[src/rtl/mem_port_arbiter.sv]
// mem_port_arbiter: shares the single-port matrix storage RAM between the
// input writer (0), the calculator (1) and the display reader (2).
// The grant is registered and round-robin. An owner holding its lock bit keeps
// the port. An unlocked owner gives way after MAX_BURST beats when someone else waits.
// Optional build macro: ARB_STATS_EN adds the stall_cnt statistics output.

module mem_port_arbiter #(
   parameter int ADDR_W    = 8,
   parameter int DATA_W    = 32,
   parameter int MAX_BURST = 16
) (
   input  logic                clk,
   input  logic                sys_rst,
   input  logic [2:0]          req,
   input  logic [2:0]          lock,
   input  logic [2:0]          we,
   input  logic [3*ADDR_W-1:0] addr,
   input  logic [3*DATA_W-1:0] wdata,
   output logic [2:0]          gnt,
   output logic [2:0]          rvalid,
   output logic [DATA_W-1:0]   rdata,
   output logic                mem_we,
   output logic [ADDR_W-1:0]   mem_addr,
   output logic [DATA_W-1:0]   mem_wdata,
   input  logic [DATA_W-1:0]   mem_rdata
`ifdef ARB_STATS_EN
   ,
   output logic [15:0]         stall_cnt
`endif
);

   localparam int CNT_W = $clog2(MAX_BURST + 1);
   localparam logic [CNT_W-1:0] BURST_LIM = CNT_W'(MAX_BURST);

   // One-hot state encoding so that the state register is the grant itself
   typedef enum logic [2:0] {
      IDLE = 3'b000,
      OWN0 = 3'b001,
      OWN1 = 3'b010,
      OWN2 = 3'b100
   } state_t;

   state_t             state;
   state_t             next_state;
   logic [1:0]         last_owner;
   logic [1:0]         own_idx;
   logic [CNT_W-1:0]   beat_cnt;
   logic [CNT_W-1:0]   beat_cnt_inc;
   logic [2:0]         beat_vec;
   logic [2:0]         others;
   logic [2:0]         pick;
   logic               beat;
   logic               grant_change;
   logic               owner_left;
   logic               own_we;
   logic [ADDR_W-1:0]  own_addr;
   logic [DATA_W-1:0]  own_wdata;
   logic [ADDR_W-1:0]  addr_hold;
   logic [DATA_W-1:0]  wdata_hold;

   function automatic logic [1:0] next_idx(input logic [1:0] idx);
      return (idx == 2'd2) ? 2'd0 : idx + 2'd1;
   endfunction

   // Returns {found, index} of the first candidate at or after start (mod 3)
   function automatic logic [2:0] rr_pick(input logic [2:0] cand, input logic [1:0] start);
      logic [1:0] i0;
      logic [1:0] i1;
      logic [1:0] i2;
      i0 = start;
      i1 = next_idx(i0);
      i2 = next_idx(i1);
      if (cand[i0])      return {1'b1, i0};
      else if (cand[i1]) return {1'b1, i1};
      else if (cand[i2]) return {1'b1, i2};
      else               return 3'b000;
   endfunction

   function automatic state_t own_state(input logic [1:0] idx);
      case (idx)
         2'd0:    return OWN0;
         2'd1:    return OWN1;
         default: return OWN2;
      endcase
   endfunction

   assign gnt          = state;
   assign beat_vec     = gnt & req;
   assign beat         = |beat_vec;
   assign others       = req & ~gnt;
   assign beat_cnt_inc = (beat_cnt == BURST_LIM) ? beat_cnt : beat_cnt + CNT_W'(1);
   assign rdata        = mem_rdata;

   // Decode the current owner and select its request fields
   always_comb begin
      own_idx   = 2'd0;
      own_we    = we[0];
      own_addr  = addr[0 +: ADDR_W];
      own_wdata = wdata[0 +: DATA_W];
      case (state)
         OWN1: begin
            own_idx   = 2'd1;
            own_we    = we[1];
            own_addr  = addr[ADDR_W +: ADDR_W];
            own_wdata = wdata[DATA_W +: DATA_W];
         end
         OWN2: begin
            own_idx   = 2'd2;
            own_we    = we[2];
            own_addr  = addr[2*ADDR_W +: ADDR_W];
            own_wdata = wdata[2*DATA_W +: DATA_W];
         end
         default: ;
      endcase
   end

   // Next grant: first pick from idle, release on req drop, or starvation preemption
   always_comb begin
      next_state   = state;
      grant_change = 1'b0;
      owner_left   = 1'b0;
      pick         = 3'b000;
      if (state == IDLE) begin
         if (|req) begin
            pick         = rr_pick(req, next_idx(last_owner));
            next_state   = own_state(pick[1:0]);
            grant_change = 1'b1;
         end
      end else if (!beat) begin
         pick         = rr_pick(others, next_idx(own_idx));
         owner_left   = 1'b1;
         grant_change = 1'b1;
         next_state   = pick[2] ? own_state(pick[1:0]) : IDLE;
      end else if ((beat_cnt_inc == BURST_LIM) && !lock[own_idx] && (|others)) begin
         pick         = rr_pick(others, next_idx(own_idx));
         owner_left   = 1'b1;
         grant_change = 1'b1;
         next_state   = own_state(pick[1:0]);
      end
   end

   // Grant state, round-robin pointer and burst length counter
   always_ff @(posedge clk or posedge sys_rst) begin
      if (sys_rst) begin
         state      <= IDLE;
         last_owner <= 2'd2;
         beat_cnt   <= '0;
      end else begin
         state <= next_state;
         if (owner_left)
            last_owner <= own_idx;
         if (grant_change)
            beat_cnt <= '0;
         else if (beat)
            beat_cnt <= beat_cnt_inc;
      end
   end

   // Remember the last beat's address/data and flag reads for the next cycle
   always_ff @(posedge clk or posedge sys_rst) begin
      if (sys_rst) begin
         addr_hold  <= '0;
         wdata_hold <= '0;
         rvalid     <= 3'b000;
      end else begin
         rvalid <= beat_vec & ~we;
         if (beat) begin
            addr_hold  <= own_addr;
            wdata_hold <= own_wdata;
         end
      end
   end

   // Storage port: owner's fields pass through during a beat, otherwise hold
   always_comb begin
      mem_we    = beat & own_we;
      mem_addr  = addr_hold;
      mem_wdata = wdata_hold;
      if (beat) begin
         mem_addr  = own_addr;
         mem_wdata = own_wdata;
      end
   end

`ifdef ARB_STATS_EN
   // Count cycles in which any requester waits without the grant
   always_ff @(posedge clk or posedge sys_rst) begin
      if (sys_rst)
         stall_cnt <= 16'h0000;
      else if ((|(req & ~gnt)) && (stall_cnt != 16'hFFFF))
         stall_cnt <= stall_cnt + 16'h0001;
   end
`endif

endmodule
[config.mk]
export PLATFORM = sky130hd
export DESIGN_NAME = mem_port_arbiter
export DESIGN_NICKNAME = d
export VERILOG_FILES = /design/src/rtl/mem_port_arbiter.sv
export SDC_FILE = /design/constraint.sdc
export NUM_CORES = 1
export LEC_CHECK = 0
export BUFFER_PORTS_ARGS = -buffer_cell sky130_fd_sc_hd__buf_2
export CORE_MARGIN = 2
export CORE_UTILIZATION = 25
export CTS_CLUSTER_DIAMETER = 120
export DETAILED_ROUTE_END_ITERATION = 10
export PLACE_DENSITY_LB_ADDON = 0.15
export SYNTH_ARGS = -nofsm -noshare
export SYNTH_HDL_FRONTEND = slang
export SYNTH_SLANG_ARGS = --single-unit
export TNS_END_PERCENT = 10
[constraint.sdc]
create_clock -name clk -period 2.4 [get_ports clk]
set_input_delay 0.36 -clock clk [delete_from_list [all_inputs] [get_ports clk]]
set_output_delay 0.36 -clock clk [all_outputs]
set_load 0.1 [all_outputs]
==> qor.yml, run 1 <==
synth_fp_nets: 627
crit_buf_inv: 2
dp_hpwl_um: 9930
fmax_mhz: 425
setup_viol: 0
portBuffers: 177
synth_top_area_share_pct: 33.4
drive_gt1_share_pct: 44.2
drtIter0Drc: 209
netlist_area_um2: 3890
num-fill-cells: 1530
multiInputGateArea_um2: 2630
clockBufferDepth: 2
endpoint_kind: "primary output"
synthCells: 462
ys_seq_area_share_pct: 34.1
cts-htree-levels: 2
rsz0062_at_grt: "true"
drc_errors: 0
core_area_um2: 15200
drt_pass1_iterations: 4
period_minus_slack_ps: 2350
yosysWarnings: 0
ys_ff_latch: 53
start_kind: "flop"
cts_num_sinks: 53
antenna_left: 0
worst_ep_arrival_time_ps: 1990
final_core_util_pct: 40.7
grt_usage_pct: 15.9
rows: 45
postCtsHoldBufs: 0
crit_required_ps: 2040
criticalPathCategory: "reg -> out"
num_antenna_cells: 0
crit_chain: "nor2b_4 > buf_4 > a221o_1 > a221oi_4 > buf_12"
io-pin-count: 242
fin_skew_ps: 4.97
worstMarginPinSlew_ps: 633
overflow: 0
num_vias: 4037
cts_buffers: 5
routed_wl_um: 13400
rr_startpoint: "beat_cnt[0]$_DFFE_PP0P_"
die_h_um: 129
die-area_um2: 16600
grt_pass1_wl_um: 20900
fin_nets: 757
finalMaxSlewViolations: 0
r2r_end: "gnt[1]$_DFFE_PP0P_"
fin_crit_sh_pct: 98.0
avgSynthCellArea_um2: 8.43
synth_edf_count: 0
grt_max_degree: 30
yosys.area.top_type: "dfrtp_1"
place_area_um2: 5980
synth_area_leaders: "dfrtp_1 33%, a22oi_1 15%, mux2i_1 11%"
rrSetupSlack_ps: 190
min_path_type: "in -> async"
vias_per_cell: 5.17
antenna_found_initial: 0
reg2reg_depth: 7
status: "finished, final reports clean"
critPathMaxStageDelay_ps: 490
crit_family: "compound AO/OA/AOI/OAI gates"
maxCapViolations: 0
start_util_pct: 25.6
async_flop_share_pct: 100
fp.dieW_um: 129
seqCellArea_um2: 1330
root_buffer: "clkbuf_16"
netlist-cell-type-count: 41
cts_tree: "yes"
area_growth_pct: 59.1
synth_ff_type: "dfrtp_1"
cp_max_fo: 10
clk_pin_slew_worst_paths_ps: 70
clk-insertion-delay-late_ps: 300
grt_pass1_vias: 4082
critPathSlowestCell: "dfrtp_2"
fin_area_um2: 6190
hold_viol_final: 0
wl_per_cell_um: 17.2
relSlewSlack_pct: 57.8
gp_congestion: 0.756
yosysMostFrequentCell: "a22oi_1"
yosys-top-cells-count: "80 x a22oi_1, 52 x dfrtp_1, 50 x nand2_1"
[worst max-delay path by stage]
stage / start / end / depth (start not counted) / slack, ps
4_1_cts: gnt[1]$_DFFE_PP0P_ / mem_we / 5 / 8
2_1_floorplan: gnt[1]$_DFFE_PP0P_ / mem_we / 4 / -240
3_3_place_gp: gnt[1]$_DFFE_PP0P_ / mem_wdata[7] / 7 / 200
5_1_grt: gnt[1]$_DFFE_PP0P_ / mem_wdata[20] / 7 / -50
6_report: gnt[1]$_DFFE_PP0P_ / mem_we / 5 / 50
3_5_place_dp: gnt[1]$_DFFE_PP0P_ / mem_wdata[10] / 7 / 160
[flip-flops by register name (all words and copies together), names as in the netlist]
register	flops
gnt	3
wdata_hold	32
last_owner	2
beat_cnt	5
rvalid	3
addr_hold	8
[kinds of logic (layout without fill, tap and decap cells)]
kind of cell	Yosys count	count (layout)	share of synthesized area, %
muxes	45	45	11.8
DFF	53	53	34.1
adders and majority gates	2	2	0.643
and+or+nand+nor	87	87	9.99
AOI/OAI and AO/OA	189	189	31.3
xor gates and xnor gates	5	5	1.12
buffers and inverters	81	212	11.0
[layout by cell type, fill, tap and decap left out, types with 2 or more instances in the layout]
| master | synthesis | routed |
|---|---|---|
| a21oi_1 | 45 | 45 |
| nand3_1 | 4 | 4 |
| o21a_1 | 3 | 3 |
| clkbuf_16 | 0 | 5 |
| ha_1 | 2 | 2 |
| mux2i_1 | 43 | 43 |
| o22ai_1 | 2 | 2 |
| o21ai_1 | 2 | 2 |
| dfrtp_1 | 52 | 49 |
| buf_12 | 0 | 50 |
| nand2_1 | 50 | 49 |
| xnor2_1 | 3 | 3 |
| mux2_4 | 2 | 2 |
| nor2b_1 | 4 | 3 |
| buf_6 | 0 | 3 |
| inv_1 | 7 | 6 |
| o21ai_0 | 43 | 3 |
| a31oi_1 | 2 | 2 |
| nand4_1 | 2 | 2 |
| and3_1 | 3 | 2 |
| a22oi_1 | 80 | 80 |
| buf_2 | 4 | 135 |
| bufinv_16 | 0 | 2 |
| xor2_1 | 2 | 2 |
| or3_1 | 2 | 2 |
| nor2_1 | 13 | 12 |
| dfrtp_2 | 0 | 3 |
| a211oi_1 | 3 | 3 |
| buf_4 | 32 | 8 |
| o21ai_4 | 0 | 40 |
| nand2b_1 | 6 | 6 |
[through the flow]
step / setup slack [ps] / hold WS (ps) / instances / TNS, ps
6_report: 47.3 / 138 / 781 / 0
2_1_floorplan: -237 / 426 / 462 / -8240
5_1_grt: -51.1 / 190 / 781 / -571
3_5_place_dp: 155 / 497 / 772 / 0
3_3_place_gp: 199 / 494 / 772 / 0
4_1_cts: 8.46 / 164 / 781 / 0
[area by class of cell]
type	instances	area share, %
multi-input combinational	328	42.5
timing repair buffer	196	28.6
sequential	53	21.5
tap	188	3.80
clock buffer	5	2.02
clock inverter	3	1.05
inverter	8	0.525
[timing repair]
action                                 in CTS  in global routing
gates resized for setup                     2                  2
setup buffers                               1                  0
setup endpoints to repair                  32                 32
endpoints found under the hold margin       0                  0
pin swaps                                   0                  1
cloned                                      0                  0
[per-layer routing]
metal / global-route usage (%) / routed length (um)
met5: 0 / 0
met4: 5.37 / 310
met3: 3.74 / 897
met2: 27.3 / 6390
met1: 19.5 / 5800
Power of run 1 is not shown: default switching activity piles up to over one toggle a cycle in this logic, so the estimate is an artifact.
==> run 2, diff against run 1 <==
Settings changed: CTS_CLUSTER_DIAMETER 120 to 80, PLACE_DENSITY_LB_ADDON 0.15 to unset.
==> qor.yml, run 2 (same netlist as run 1, synthesis figures left out) <==
status: "finished, final reports clean"
reg2reg_depth: 7
gp_congestion: 0.857
clk_pin_slew_worst_paths_ps: 70
tns_ps: 0
holdWs_ps: 219
fmax_mhz: 427
rows: 45
rrSetupSlack_ps: 160
criticalPathCategory: "reg -> out"
cts_buffers: 5
crit_family: "compound AO/OA/AOI/OAI gates"
vias_per_cell: 5.35
postCtsHoldBufs: 0
relSlewSlack_pct: 51.3
drc_errors: 0
routed_wl_um: 14900
startpoint: "gnt[1]$_DFFE_PP0P_"
r2r_end: "gnt[2]$_DFFE_PP0P_"
grt_max_degree: 54
start_kind: "flop"
fin_nets: 768
worstMarginPinSlew_ps: 731
wl_per_cell_um: 18.8
hold_start: "we[1]"
area_growth_pct: 63.4
worst_ep_arrival_time_ps: 1980
critPathMaxStageDelay_ps: 480
start_util_pct: 25.6
drt_pass1_iterations: 4
layout.cells.most_common: "buf_2"
period_minus_slack_ps: 2340
clk-insertion-delay-late_ps: 310
num_vias: 4240
fin_skew_ps: 3.02
crit_required_ps: 2040
hold_viol_final: 0
cp_max_fo: 9
crit_chain: "nor2b_4 > buf_4 > a221o_1 > a221oi_4 > buf_12"
clockBufferDepth: 2
drtIter0Drc: 174
die-area_um2: 16600
min_path_type: "in -> reg"
core_area_um2: 15200
fin_crit_sh_pct: 97.7
post-place-ws_ps: 209
num-fill-cells: 1478
cts-htree-levels: 2
holdPathStages: 2
rsz0062_at_grt: "true"
grt_usage_pct: 17.7
io-pin-count: 242
grt_pass1_vias: 4330
final_cell_mix: "135 x buf_2, 79 x a22oi_1, 49 x dfrtp_1, 49 x buf_12, 48 x nand2_1"
largest_reg_flops: 32
crit_buf_inv: 2
fp.dieW_um: 129
overflow: 0
portBuffers: 177
critPathSlowestCell: "dfrtp_2"
maxCapViolations: 0
setup_viol: 0
num_antenna_cells: 0
rr_startpoint: "beat_cnt[0]$_DFFE_PP0P_"
cts_num_sinks: 53
finalMaxSlewViolations: 0
root_buffer: "clkbuf_16"
dp_hpwl_um: 10500
drive_gt1_share_pct: 46.2
cts_tree: "yes"
setup_ws_ps: 56.3
antenna_found_initial: 0
endpoint_kind: "primary output"
die_h_um: 129
grt_pass1_wl_um: 23000
antenna_left: 0
reg_top3: "wdata_hold (32), addr_hold (8), beat_cnt (5)"
whs_endpoint: "rvalid[1]$_DFF_PP0_"
top_register: "wdata_hold"
-- run 2: how the worst max path moves through the flow --
stage / end / slack, ps / cells past startpoint
after global routing: mem_wdata[15] / -30 / 7
after floorplan: mem_we / -240 / 4
after CTS: mem_wdata[15] / 3 / 6
after detailed placement: gnt[2]$_DFFE_PP0P_ / 210 / 7
after global placement: gnt[1]$_DFFE_PP0P_ / 270 / 7
final: mem_we / 60 / 5
-- run 2: cell type report --
type                       instances  area [um^2]  area share (%)
inverter                           8         32.5           0.511
multi-input combinational        328         2670            41.9
sequential                        53         1330            20.9
clock buffer                       7          143            2.24
timing repair buffer             207         1920            30.3
clock inverter                     1         30.0           0.472
tap                              188          235            3.70
-- run 2: routing by layer --
layer | share of wire (%) | global-route usage (%) | up-vias
li1 | - | - | 1964
met1 | 42 | 22.0 | 2058
met2 | 48 | 29.8 | 178
met3 | 6.9 | 3.95 | 40
met4 | 2.7 | 6.78 | 0
met5 | 0 | 0 | -
-- run 2: timing repair --
action | in CTS | in global routing
gates cloned | 2 | 0
setup buffers | 2 | 7
endpoints found under the hold margin | 0 | 0
endpoints found under the setup margin | 41 | 41
gates resized for setup | 11 | 13
pin swaps | 0 | 3
-- run 2: per-stage QoR --
stage / std cells / instance area, um^2 / util [%]
floorplan: 462 / 4450 / -
global placement: 773 / 5950 / 39.2
detailed placement: 773 / 5950 / 39.2
CTS: 785 / 6260 / 41.2
global route: 792 / 6360 / 41.8
finish: 792 / 6360 / 41.8
Power of run 2 is left out for the same reason.
